--- config.mk ---
export PLATFORM = sky130hd
export DESIGN_NAME = div_arbiter
export DESIGN_NICKNAME = d
export VERILOG_FILES = /design/src/rtl/div_arb_pkg.sv /design/src/rtl/div_arbiter_rr_pick.sv /design/src/rtl/div_arbiter.sv
export SDC_FILE = /design/constraint.sdc
export NUM_CORES = 1
export LEC_CHECK = 0
export BUFFER_PORTS_ARGS = -buffer_cell sky130_fd_sc_hd__buf_2
export CORE_AREA = 2 2 154 156
export DETAILED_ROUTE_END_ITERATION = 7
export DIE_AREA = 0 0 156 158
export PLACE_DENSITY_LB_ADDON = 0.12
export SLEW_MARGIN = 40
export SYNTH_ARGS = -nofsm -noshare
export SYNTH_HDL_FRONTEND = slang
export SYNTH_SLANG_ARGS = --single-unit
--- constraint.sdc ---
create_clock -name clk -period 3 [get_ports clk]
set_input_delay 0.6 -clock clk [delete_from_list [all_inputs] [get_ports clk]]
set_output_delay 0.6 -clock clk [all_outputs]
set_load 0.005 [all_outputs]
--- src/rtl/div_arb_pkg.sv ---
// -----------------------------------------------------------------------------
// div_arb_pkg
// Shared definitions for the divider arbiter:
//   - OPERAND_W        : operand / result width of the shared divider
//   - DIV_ERR_QUOTIENT : quotient returned on divide-by-zero or timeout
//   - div_arb_state_e  : arbiter FSM encoding (IDLE, LOAD, RUN, RESP)
//   - is_zero()        : zero-operand detector used to short-circuit x/0
// Optional feature macro handled by the users of this package:
//   DIV_ARB_TIMEOUT_EN
// -----------------------------------------------------------------------------
package div_arb_pkg;

  localparam int OPERAND_W = 32;

  typedef logic [OPERAND_W-1:0] operand_t;

  localparam operand_t DIV_ERR_QUOTIENT = 32'hFFFF_FFFF;

  typedef enum logic [1:0] {
    IDLE = 2'd0,
    LOAD = 2'd1,
    RUN  = 2'd2,
    RESP = 2'd3
  } div_arb_state_e;

  // True when an operand is all zeros (divisor check before touching the divider).
  function automatic logic is_zero(input operand_t value);
    return (value == {OPERAND_W{1'b0}});
  endfunction

endpackage

--- src/rtl/div_arbiter_rr_pick.sv ---
// -----------------------------------------------------------------------------
// rr_pick
// Combinational round-robin priority picker. Returns the index of the first
// asserted request at or after rr_ptr, wrapping modulo NUM_REQ.
// Ports:
//   req_valid [NUM_REQ-1:0]  request vector
//   rr_ptr    [IDX_W-1:0]    highest-priority index this round (0..NUM_REQ-1)
//   grant     [IDX_W-1:0]    chosen index (0 when no request is pending)
//   any_req                  at least one request pending
// -----------------------------------------------------------------------------
module rr_pick
  import div_arb_pkg::*;
#(
  parameter int NUM_REQ = 3,
  parameter int IDX_W   = 2
) (
  input  logic [NUM_REQ-1:0] req_valid,
  input  logic [IDX_W-1:0]   rr_ptr,
  output logic [IDX_W-1:0]   grant,
  output logic               any_req
);

  // One spare bit so rr_ptr + offset cannot overflow before the wrap.
  localparam int SUM_W = IDX_W + 1;

  logic [SUM_W-1:0] pos_s;

  // Walk offsets from farthest to nearest so the nearest pending request,
  // counted from rr_ptr, is the one left in grant.
  always_comb begin
    grant   = {IDX_W{1'b0}};
    any_req = |req_valid;
    pos_s   = {SUM_W{1'b0}};
    for (int i = NUM_REQ - 1; i >= 0; i--) begin
      pos_s = {1'b0, rr_ptr} + SUM_W'(i);
      pos_s = (pos_s >= SUM_W'(NUM_REQ)) ? (pos_s - SUM_W'(NUM_REQ)) : pos_s;
      grant = req_valid[pos_s[IDX_W-1:0]] ? pos_s[IDX_W-1:0] : grant;
    end
  end

endmodule

--- src/rtl/div_arbiter.sv ---
// -----------------------------------------------------------------------------
// div_arbiter
// Shares one external 32-bit divider between NUM_REQ requesters. Requests are
// arbitrated round-robin, the divider's reset/start/done handshake is
// sequenced, and quotient/remainder are returned with a one-cycle one-hot
// rsp_valid pulse to the served requester. A zero divisor is answered directly
// (quotient all ones, remainder = dividend, rsp_err=1) without starting the
// divider.
//
// Ports:
//   clk, reset (async, active low)
//   req_valid/req_dividend/req_divisor : packed per-requester requests
//   rsp_valid/rsp_quotient/rsp_remainder/rsp_err : response to the requester
//   busy                                : FSM is outside IDLE
//   div_reset/div_start/div_dividend/div_divisor : drive the divider
//   div_quotient/div_remainder/div_done          : results from the divider
//   timeout_cnt (only with DIV_ARB_TIMEOUT_EN)   : saturating timeout count
//
// Optional feature: define DIV_ARB_TIMEOUT_EN to add a RUN-state watchdog
// (TIMEOUT_CYCLES) and the timeout_cnt output.
//
// Timing: all outputs are registered. The results and rsp_valid are presented
// during the RESP cycle; the divider control lines follow the state they
// belong to (div_start is high exactly during RUN cycles).
// -----------------------------------------------------------------------------
module div_arbiter
  import div_arb_pkg::*;
#(
  parameter int NUM_REQ = 3
`ifdef DIV_ARB_TIMEOUT_EN
  ,
  parameter int TIMEOUT_CYCLES = 64
`endif
) (
  input  logic                           clk,
  input  logic                           reset,
  input  logic [NUM_REQ-1:0]             req_valid,
  input  logic [OPERAND_W*NUM_REQ-1:0]   req_dividend,
  input  logic [OPERAND_W*NUM_REQ-1:0]   req_divisor,
  output logic [NUM_REQ-1:0]             rsp_valid,
  output logic [OPERAND_W-1:0]           rsp_quotient,
  output logic [OPERAND_W-1:0]           rsp_remainder,
  output logic                           rsp_err,
  output logic                           busy,
  output logic                           div_reset,
  output logic                           div_start,
  output logic [OPERAND_W-1:0]           div_dividend,
  output logic [OPERAND_W-1:0]           div_divisor,
  input  logic [OPERAND_W-1:0]           div_quotient,
  input  logic [OPERAND_W-1:0]           div_remainder,
  input  logic                           div_done
`ifdef DIV_ARB_TIMEOUT_EN
  ,
  output logic [7:0]                     timeout_cnt
`endif
);

  localparam int IDX_W = (NUM_REQ > 1) ? $clog2(NUM_REQ) : 1;

  typedef logic [IDX_W-1:0] idx_t;

  // One-hot response vector for a grant index.
  function automatic logic [NUM_REQ-1:0] onehot(input idx_t idx);
    logic [NUM_REQ-1:0] vec;
    vec      = {NUM_REQ{1'b0}};
    vec[idx] = 1'b1;
    return vec;
  endfunction

  // Unpacked views of the packed operand buses.
  operand_t dividend_a [NUM_REQ];
  operand_t divisor_a  [NUM_REQ];

  for (genvar g = 0; g < NUM_REQ; g++) begin : g_unpack
    assign dividend_a[g] = req_dividend[g*OPERAND_W +: OPERAND_W];
    assign divisor_a[g]  = req_divisor[g*OPERAND_W +: OPERAND_W];
  end

  div_arb_state_e       state_r;
  div_arb_state_e       state_nxt_s;
  idx_t                 rr_ptr_r;
  idx_t                 grant_r;
  idx_t                 pick_s;
  idx_t                 rsp_grant_s;
  idx_t                 ptr_nxt_s;
  logic                 any_req_s;
  operand_t             sel_dividend_s;
  operand_t             sel_divisor_s;
  operand_t             res_quot_s;
  operand_t             res_rem_s;
  logic                 res_err_s;

  logic [NUM_REQ-1:0]   rsp_valid_r;
  operand_t             rsp_quotient_r;
  operand_t             rsp_remainder_r;
  logic                 rsp_err_r;
  logic                 busy_r;
  logic                 div_reset_r;
  logic                 div_start_r;
  operand_t             div_dividend_r;
  operand_t             div_divisor_r;

`ifdef DIV_ARB_TIMEOUT_EN
  localparam int CNT_W = $clog2(TIMEOUT_CYCLES + 1);
  logic [CNT_W-1:0]     run_cnt_r;
  logic [7:0]           timeout_cnt_r;
  logic                 timeout_hit_s;
`endif

  rr_pick #(
    .NUM_REQ (NUM_REQ),
    .IDX_W   (IDX_W)
  ) u_rr_pick (
    .req_valid (req_valid),
    .rr_ptr    (rr_ptr_r),
    .grant     (pick_s),
    .any_req   (any_req_s)
  );

  assign sel_dividend_s = dividend_a[pick_s];
  assign sel_divisor_s  = divisor_a[pick_s];

  // The served requester drops to lowest priority next round.
  assign ptr_nxt_s = (grant_r == idx_t'(NUM_REQ - 1)) ? {IDX_W{1'b0}}
                                                      : (grant_r + idx_t'(1'b1));

  // Next-state logic and the result values loaded on entry to RESP.
  always_comb begin
    state_nxt_s = state_r;
    rsp_grant_s = grant_r;
    res_quot_s  = rsp_quotient_r;
    res_rem_s   = rsp_remainder_r;
    res_err_s   = rsp_err_r;
`ifdef DIV_ARB_TIMEOUT_EN
    timeout_hit_s = 1'b0;
`endif
    case (state_r)
      IDLE: begin
        if (any_req_s) begin
          rsp_grant_s = pick_s;
          if (is_zero(sel_divisor_s)) begin
            // Answer x/0 directly; the divider never starts.
            state_nxt_s = RESP;
            res_quot_s  = DIV_ERR_QUOTIENT;
            res_rem_s   = sel_dividend_s;
            res_err_s   = 1'b1;
          end else begin
            state_nxt_s = LOAD;
          end
        end else begin
          state_nxt_s = IDLE;
        end
      end
      LOAD: begin
        state_nxt_s = RUN;
      end
      RUN: begin
        if (div_done) begin
          state_nxt_s = RESP;
          res_quot_s  = div_quotient;
          res_rem_s   = div_remainder;
          res_err_s   = 1'b0;
        end else begin
`ifdef DIV_ARB_TIMEOUT_EN
          if (run_cnt_r == CNT_W'(TIMEOUT_CYCLES - 1)) begin
            state_nxt_s   = RESP;
            res_quot_s    = DIV_ERR_QUOTIENT;
            res_rem_s     = {OPERAND_W{1'b0}};
            res_err_s     = 1'b1;
            timeout_hit_s = 1'b1;
          end else begin
            state_nxt_s = RUN;
          end
`else
          state_nxt_s = RUN;
`endif
        end
      end
      RESP: begin
        state_nxt_s = IDLE;
      end
      default: begin
        state_nxt_s = IDLE;
      end
    endcase
  end

  // State, pointer, operand and output registers.
  always_ff @(posedge clk or negedge reset) begin
    if (!reset) begin
      state_r         <= IDLE;
      rr_ptr_r        <= {IDX_W{1'b0}};
      grant_r         <= {IDX_W{1'b0}};
      rsp_valid_r     <= {NUM_REQ{1'b0}};
      rsp_quotient_r  <= {OPERAND_W{1'b0}};
      rsp_remainder_r <= {OPERAND_W{1'b0}};
      rsp_err_r       <= 1'b0;
      busy_r          <= 1'b0;
      div_reset_r     <= 1'b1;
      div_start_r     <= 1'b0;
      div_dividend_r  <= {OPERAND_W{1'b0}};
      div_divisor_r   <= {OPERAND_W{1'b0}};
    end else begin
      state_r         <= state_nxt_s;
      // Control lines decoded from the next state so they line up with it.
      busy_r          <= (state_nxt_s != IDLE);
      div_reset_r     <= (state_nxt_s != RUN);
      div_start_r     <= (state_nxt_s == RUN);
      rsp_valid_r     <= (state_nxt_s == RESP) ? onehot(rsp_grant_s) : {NUM_REQ{1'b0}};
      rsp_quotient_r  <= res_quot_s;
      rsp_remainder_r <= res_rem_s;
      rsp_err_r       <= res_err_s;
      if ((state_r == IDLE) && any_req_s) begin
        grant_r        <= pick_s;
        div_dividend_r <= sel_dividend_s;
        div_divisor_r  <= sel_divisor_s;
      end
      if (state_r == RESP) begin
        rr_ptr_r <= ptr_nxt_s;
      end
    end
  end

`ifdef DIV_ARB_TIMEOUT_EN
  // RUN watchdog (cleared outside RUN) and saturating timeout counter.
  always_ff @(posedge clk or negedge reset) begin
    if (!reset) begin
      run_cnt_r     <= {CNT_W{1'b0}};
      timeout_cnt_r <= 8'd0;
    end else begin
      run_cnt_r <= (state_r == RUN) ? (run_cnt_r + CNT_W'(1)) : {CNT_W{1'b0}};
      if (timeout_hit_s && (timeout_cnt_r != 8'hFF)) begin
        timeout_cnt_r <= timeout_cnt_r + 8'd1;
      end
    end
  end

  assign timeout_cnt = timeout_cnt_r;
`endif

  assign rsp_valid     = rsp_valid_r;
  assign rsp_quotient  = rsp_quotient_r;
  assign rsp_remainder = rsp_remainder_r;
  assign rsp_err       = rsp_err_r;
  assign busy          = busy_r;
  assign div_reset     = div_reset_r;
  assign div_start     = div_start_r;
  assign div_dividend  = div_dividend_r;
  assign div_divisor   = div_divisor_r;

endmodule

; Word-level counts from Yosys, hierarchy flattened
; Index checks and enable logic that the tools add are counted.
[word_totals]
regBits = 141
latch_bits = 0
ram_bits = 0
romBits = 0
out_inout_bits = 135
elab_cells = 86
n_memories = 0
[classes]
addsub = 6
n_mul = 0
n_div = 0
order_cmp = 9
n_eq_ne = 10
shift = 0
muxes = 40
bitwise = 1
reduce_logical = 8
[ops]
columns = operator, n
row1 = 2-to-1 mux 32 bit, 10
row2 = binary-select mux 32 bit (select 2 bit), 2
row3 = one-hot mux 32 bit (2 select lines), 2
row4 = zero test 32 bit, 1
row5 = 2-to-1 mux 2 bit, 11
row6 = "less-than comparator 2 x 3 -> 1 bit, second input constant", 4
row7 = "== test 2 bit, second input constant", 5
row8 = 2-to-1 mux 1 bit, 8
row9 = "!= test 2 bit, second input constant", 4
row10 = one-hot mux 2 bit (4 select lines), 1
row11 = binary-select mux 1 bit (select 2 bit), 3
row12 = "greater-or-equal comparator 3 x 2 -> 1 bit, second input constant", 2
row13 = "subtractor 2 bit, second input constant", 3
row14 = AND reduction 4 bit, 1
row15 = nonzero test 2 bit, 2
row16 = "adder 2 x 1 -> 3 bit, second input constant", 1
row17 = "adder 2 x 2 -> 3 bit, second input constant", 1
row18 = "greater-or-equal comparator 3 bit, second input constant", 1
row19 = 2-to-1 mux 3 bit, 1
row20 = NOT 2 -> 3 bit, 1
row21 = OR reduction 3 bit, 1
row22 = "adder 2 x 1 -> 2 bit, second input constant", 1
row23 = demux 1 bit (select 2 bit), 1
row24 = "== test 2 x 1 -> 1 bit, second input constant", 1
row25 = other kinds (5), 6

; Logic depth before layout (Yosys ltp)
[depth]
ltp_word = 18
ltp_mapped = 15
ltp_nobuf = 10

; By module
; A second synthesis with hierarchy kept.
[unflattened]
cells_unflattened = 988
area_unflattened_um2 = 8699.6
[by_module_without_submodules]
columns = module, n_inst, cells_per_inst, area_each_um2, seq_area_each_um2
row1 = div_arbiter, 1, 967, 8565.7, 3529.6
row2 = rr_pick, 1, 21, 133.9, 0.0

; Worst setup path before layout
; OpenSTA, ideal clock, no wires.
[synth_path]
path_type = reg-to-reg
from = register rr_ptr_r[0]
to = register rsp_remainder_r[23], in the netlist rsp_remainder[23]
setup_ns = 0.142
arrival_time_ns = 3.161
path_slack_ns = -0.303
stages_incl_launch_ff = 14
period_less_slack_ns = 3.303
cell_sequence = dfrtp_1 inv_1 ha_1 a22oi_1 o22ai_1 o31ai_1 buf_2 mux2_2 mux2i_1 nand4_1 clkbuf_1 clkbuf_1 nor4_1 a211oi_1
[synth_between]
elab_chain_len = 15
[synth_lines]
columns = item, line_no
row1 = start: declaration, div_arbiter.sv:81  ; idx_t rr_ptr_r;
row2 = start signal: assignment, div_arbiter.sv:192  ; rr_ptr_r <= {IDX_W{1'b0}};
row3 = start signal: assignment, div_arbiter.sv:219  ; rr_ptr_r <= ptr_nxt_s;
row4 = adder 2 x 2 -> 3 bit, div_arbiter_rr_pick.sv:35  ; pos_s = {1'b0, rr_ptr} + SUM_W'(i);
row5 = greater-or-equal comparator 3 x 2 -> 1 bit or subtractor 2 bit (tied branches), div_arbiter_rr_pick.sv:36  ; pos_s = (pos_s >= SUM_W'(NUM_REQ)) ? (pos_s - SUM_W'(NUM_REQ)) : pos_s;
row6 = 2-to-1 mux 2 bit, div_arbiter_rr_pick.sv:36
row7 = binary-select mux 1 bit (select 2 bit), div_arbiter_rr_pick.sv:37  ; grant = req_valid[pos_s[IDX_W-1:0]] ? pos_s[IDX_W-1:0] : grant;
row8 = 2-to-1 mux 1 bit (not written as such), div_arbiter_rr_pick.sv:37
row9 = 2-to-1 mux 2 bit (2 in a row), div_arbiter_rr_pick.sv:37
row10 = 2-to-1 mux 2 bit (*), div_arbiter_rr_pick.sv:37
row11 = NOT 2 -> 3 bit (not written as such) (*), "div_arbiter.sv:120, div_arbiter.sv:121"
row12 = "binary-select mux 32 bit (select 2 bit), on equally long branches", "div_arbiter.sv:121, div_arbiter.sv:120"
row13 = "2-to-1 mux 32 bit, on equally long branches (2 in a row)", "div_arbiter.sv:121, div_arbiter.sv:120"
row14 = zero test 32 bit or 2-to-1 mux 32 bit (tied branches), "div_arb_pkg.sv:28, div_arbiter.sv:141"
row15 = != test 2 bit (no line) or 2-to-1 mux 32 bit (tied branches), -
row16 = AND reduction 4 bit (no line) or one-hot mux 32 bit (2 select lines) (tied branches), -
row17 = end signal: assignment, div_arbiter.sv:196  ; rsp_remainder_r <= {OPERAND_W{1'b0}};
row18 = end signal: assignment, div_arbiter.sv:211  ; rsp_remainder_r <= res_rem_s;
row19 = end: declaration, div_arbiter.sv:95  ; operand_t rsp_remainder_r;
; Mark *: on every way between the ends. The rest lies on a longest branch, timed or not. The select of a mux whose other input is x is not followed.
; A chain may end at the register's enable or synchronous reset.

; Worst setup path in the final report
[layout_path]
from = register rr_ptr_r[1]
to = register rsp_remainder_r[23], in the netlist rsp_remainder[23]
; Same word-level chain as after synthesis.

==> run metrics <==
status=complete, but fails checks; failing checks=setup timing; Rows=56; Die Area=around 0.025 mm^2; clk_skew=0.01351 ns; share of cells above drive strength 1=0.4324; HP Class=input pin to asynchronous set/reset pin; post-synthesis async set-or-reset flop share=1.000; RR Endpoint=rsp_remainder[23]; CP max-delay cell=dfrtp_1; sequential share of the synthesized area=0.3659; Slew headroom=0.5187; unrepaired setup endpoints after global routing=true; Ports=397; CP Capture Point=rsp_remainder[23]; die span in x=156 um; M3 GR Usage=0.08185; startpoint types=register; Synth Cell Area=0.009647 mm^2; Final Hold Viols=0; dominant synthesized flop cell=dfrtp_1; critical path launch point=rr_ptr_r[1]; GP Congestion=0.9633; Crit path top cell by count=buf_4; Power Dens Cells=1063 mW/mm^2; Syn Nets=roughly 1.4k; Iteration-0 DRC Markers=756; hpwl dp=27.51 mm; Worst R2R Start=rr_ptr_r[1]; drt pass-1 iters=5; crit-path cells=inv_1 > ha_4 > mux2_4 > nor3_4 > buf_4 > o31ai_4 > buf_4 > mux2_4 > mux2i_1 > buf_4 > nand4_1 > buf_6 > buf_16 > nor4_2 > a211oi_1; hold_buf cts=0; post-synth top area share=0.3632; crit end category=register; top achievable clock speed=299.7 MHz; worst skew pair latency=around 0.43 ns; total track usage=0.3082; fin crit period=3.337 ns; nets@finish=1861; area post-placement=0.01259 mm^2; CORE AREA=0.02305 mm^2; r2r setup slk=-0.34 ns; TritonCTS clock tree=done; VDD IR max=about 770 uV; routed via count=between 10k and 15k; Final Worst Setup Slack=-0.3371 ns; Max Root-Sink Buffers=2; largest net degree at the start of global routing=129; Pins Over Slew Limit=0; drt wl/cell=20.89 um; Yosys top cell by area=dfrtp_1; synth warn=0; grt met1 use=0.3996; grt met2 use=0.4968; CTS Root Cell=clkbuf_16; Critical Path RT=between 3 and 4 ns; Yosys cell types=52; placed cells=roughly 1.8k; critical path class=register to register; Clock transition at path regs=0.07 ns; # clock sinks=141; Total Neg Setup Slack=-19.91 ns; first-pass GRT wire length=58.48 mm; initial antenna violation count=7; power consumption=0.01524 W; area grow syn2layout=48.64%; Port Buffers=396; Tcrit/Tclk final=1.112; design area=0.01434 mm^2; DRT Wirelength=39.71 mm; CP arrival=3.62 ns; H-tree levels=4; biggest cell delay along the critical path=0.39 ns; chip height=158 um; register area=between 0.003 and 0.004 mm^2; Antenna Nets Post-Route=0; fillcell total=a little over 2k; CTS Buf Count=17; leakage power=~6.6 nW; post-synthesis register bit count=141; vias in the first global route=between 10k and 15k; R2R depth=15; CP Max Fanout=49; DR vias/cell=5.685; post-synthesis instance total=1168; grt peak-use layer=met2; Avg Cell Area, Syn=8.259 um^2; leading post-synthesis cells by cell area=dfrtp_1 36%, nand2_1 6.4%, nor4_1 5.2%, o21ai_0 5.1%, nand2b_1 4.3%; fin cells=1901; Worst Max-Slew Pin Slew=slightly above 0.7 ns; # setup viols final=around 70; MaxCap Viol Count=0; multi-input logic area=about 0.0066 mm^2; Starting Density=0.4185; Post-synth EDFFs=0; Remaining DRCs=0; grt ovf=0
## layout make-up
| cell class | count | area share |
|---|---|---|
| multi-input cells | 903 | 0.4586 |
| flip-flops and latches | 141 | 0.2462 |
| repair buffers | 518 | 0.2243 |
| clock buffers | 17 | 0.02967 |
| well taps | 290 | 0.02531 |
| clock inverters | 15 | 0.01204 |
| inverters | 11 | 0.002880 |
| diodes | 6 | 0.001047 |
## cell usage after synthesis, drive strengths merged, types with 3 or more instances
| library cell | number |
|---|---|
| o22ai | 3 |
| nor4bb | 32 |
| a21oi | 58 |
| mux2 | 36 |
| mux2i | 39 |
| clkbuf | 96 |
| nor2b | 65 |
| nand3 | 7 |
| inv | 11 |
| a31oi | 4 |
| ha | 7 |
| a211oi | 35 |
| nand2b | 67 |
| or3 | 33 |
| or4 | 3 |
| o21ai | 99 |
| nor3 | 37 |
| dfrtp | 140 |
| nor4 | 80 |
| a211o | 32 |
| nand2 | 165 |
| nor2 | 43 |
| buf | 17 |
| o221ai | 33 |
## registers in the layout, summed over array words and instances, names as in the netlist
name           count
rsp_valid          3
state_r            2
div_reset          1
rsp_err            1
div_divisor       32
busy               1
div_start          1
rr_ptr_r           2
grant_r            2
div_dividend      32
rsp_quotient      32
rsp_remainder     32
## layout by cell type (no fill, tap or decap), types with 11 or more instances in the layout
| master | Yosys | layout |
|---|---|---|
| o21ai_0 | 99 | 97 |
| nor4_4 | 0 | 25 |
| or3_1 | 33 | 33 |
| mux2_2 | 34 | 32 |
| nor4_1 | 80 | 18 |
| nor4_2 | 0 | 37 |
| nor4bb_1 | 32 | 32 |
| buf_6 | 1 | 11 |
| clkbuf_16 | 0 | 18 |
| nor2b_1 | 65 | 65 |
| a21oi_1 | 58 | 58 |
| dfrtp_1 | 140 | 140 |
| mux2i_1 | 39 | 33 |
| buf_2 | 5 | 395 |
| buf_4 | 1 | 94 |
| nand2b_1 | 67 | 67 |
| a211oi_1 | 35 | 27 |
| nor2_1 | 43 | 42 |
| nor3_1 | 36 | 28 |
| nand2_1 | 165 | 162 |
| a211o_1 | 32 | 32 |
| o221ai_1 | 33 | 32 |
## critical path: cells and delay by family (launching register included)
kind,cells,cell delay [ns]
AO/OA/AOI/OAI,2,0.16
adder cells (fa/ha/maj),1,0.19
buffers and inverters,6,1.01
flip-flops,1,0.39
multiplexers,3,0.75
AND/OR/NAND/NOR,3,0.66
## through the flow
stage,utilization,worst slack (ns),hold WS (ns)
CTS,0.6010,-0.2296,0.1937
global route,0.6218,-0.4482,0.2187
finish,0.6220,-0.3371,0.1921
floorplan,-,-0.1190,0.3044
global placement,0.5460,-0.3518,0.4563
detailed placement,0.5460,-0.3553,0.4649
## what timing repair did
item,in CTS,in global routing
pin swaps,18,24
buffers inserted,14,7
resized for setup,76,59
setup endpoints to repair,70,69
gates cloned,4,1
## metal layers
layer	share of wire	wire length (um)
met1	0.42	16540
met2	0.48	18880
met4	0.032	1289
met3	0.075	2968
met5	0.00086	34
## cells by family (layout without fill, tap and decap cells)
| logic type | after synthesis | in the layout | synth area share |
|---|---|---|---|
| buffers and inverters | 124 | 561 | 0.05007 |
| multiplexers | 75 | 75 | 0.08288 |
| other | 0 | 6 | 0 |
| AND/OR/NAND/NOR | 540 | 540 | 0.3052 |
| AO/OA/AOI/OAI | 281 | 281 | 0.1869 |
| adder cells (fa/ha/maj) | 7 | 7 | 0.009079 |
| flip-flops | 141 | 141 | 0.3659 |
## worst min-delay path by stage
stage                         start              end  cells after the start
global route                  reset  rsp_quotient[3]                      1
CTS                           reset  rsp_quotient[6]                      1
floorplan                     reset             busy                      0
global placement     div_divisor[5]   div_divisor[5]                      2
finish                        reset  rsp_quotient[3]                      1
detailed placement  div_dividend[9]  div_dividend[9]                      2
## report_power, final
part / total, W / switching, W / leakage (nW) / internal (W)
Clock: 0.00223 / 0.000973 / 0.290 / 0.00126
Combinational: 0.00964 / 0.00542 / 4.58 / 0.00422
Sequential: 0.00337 / 0.000558 / 1.77 / 0.00281
Total: 0.0152 / 0.00695 / 6.64 / 0.00829
Note: power is estimated with default switching activity, not from simulation.
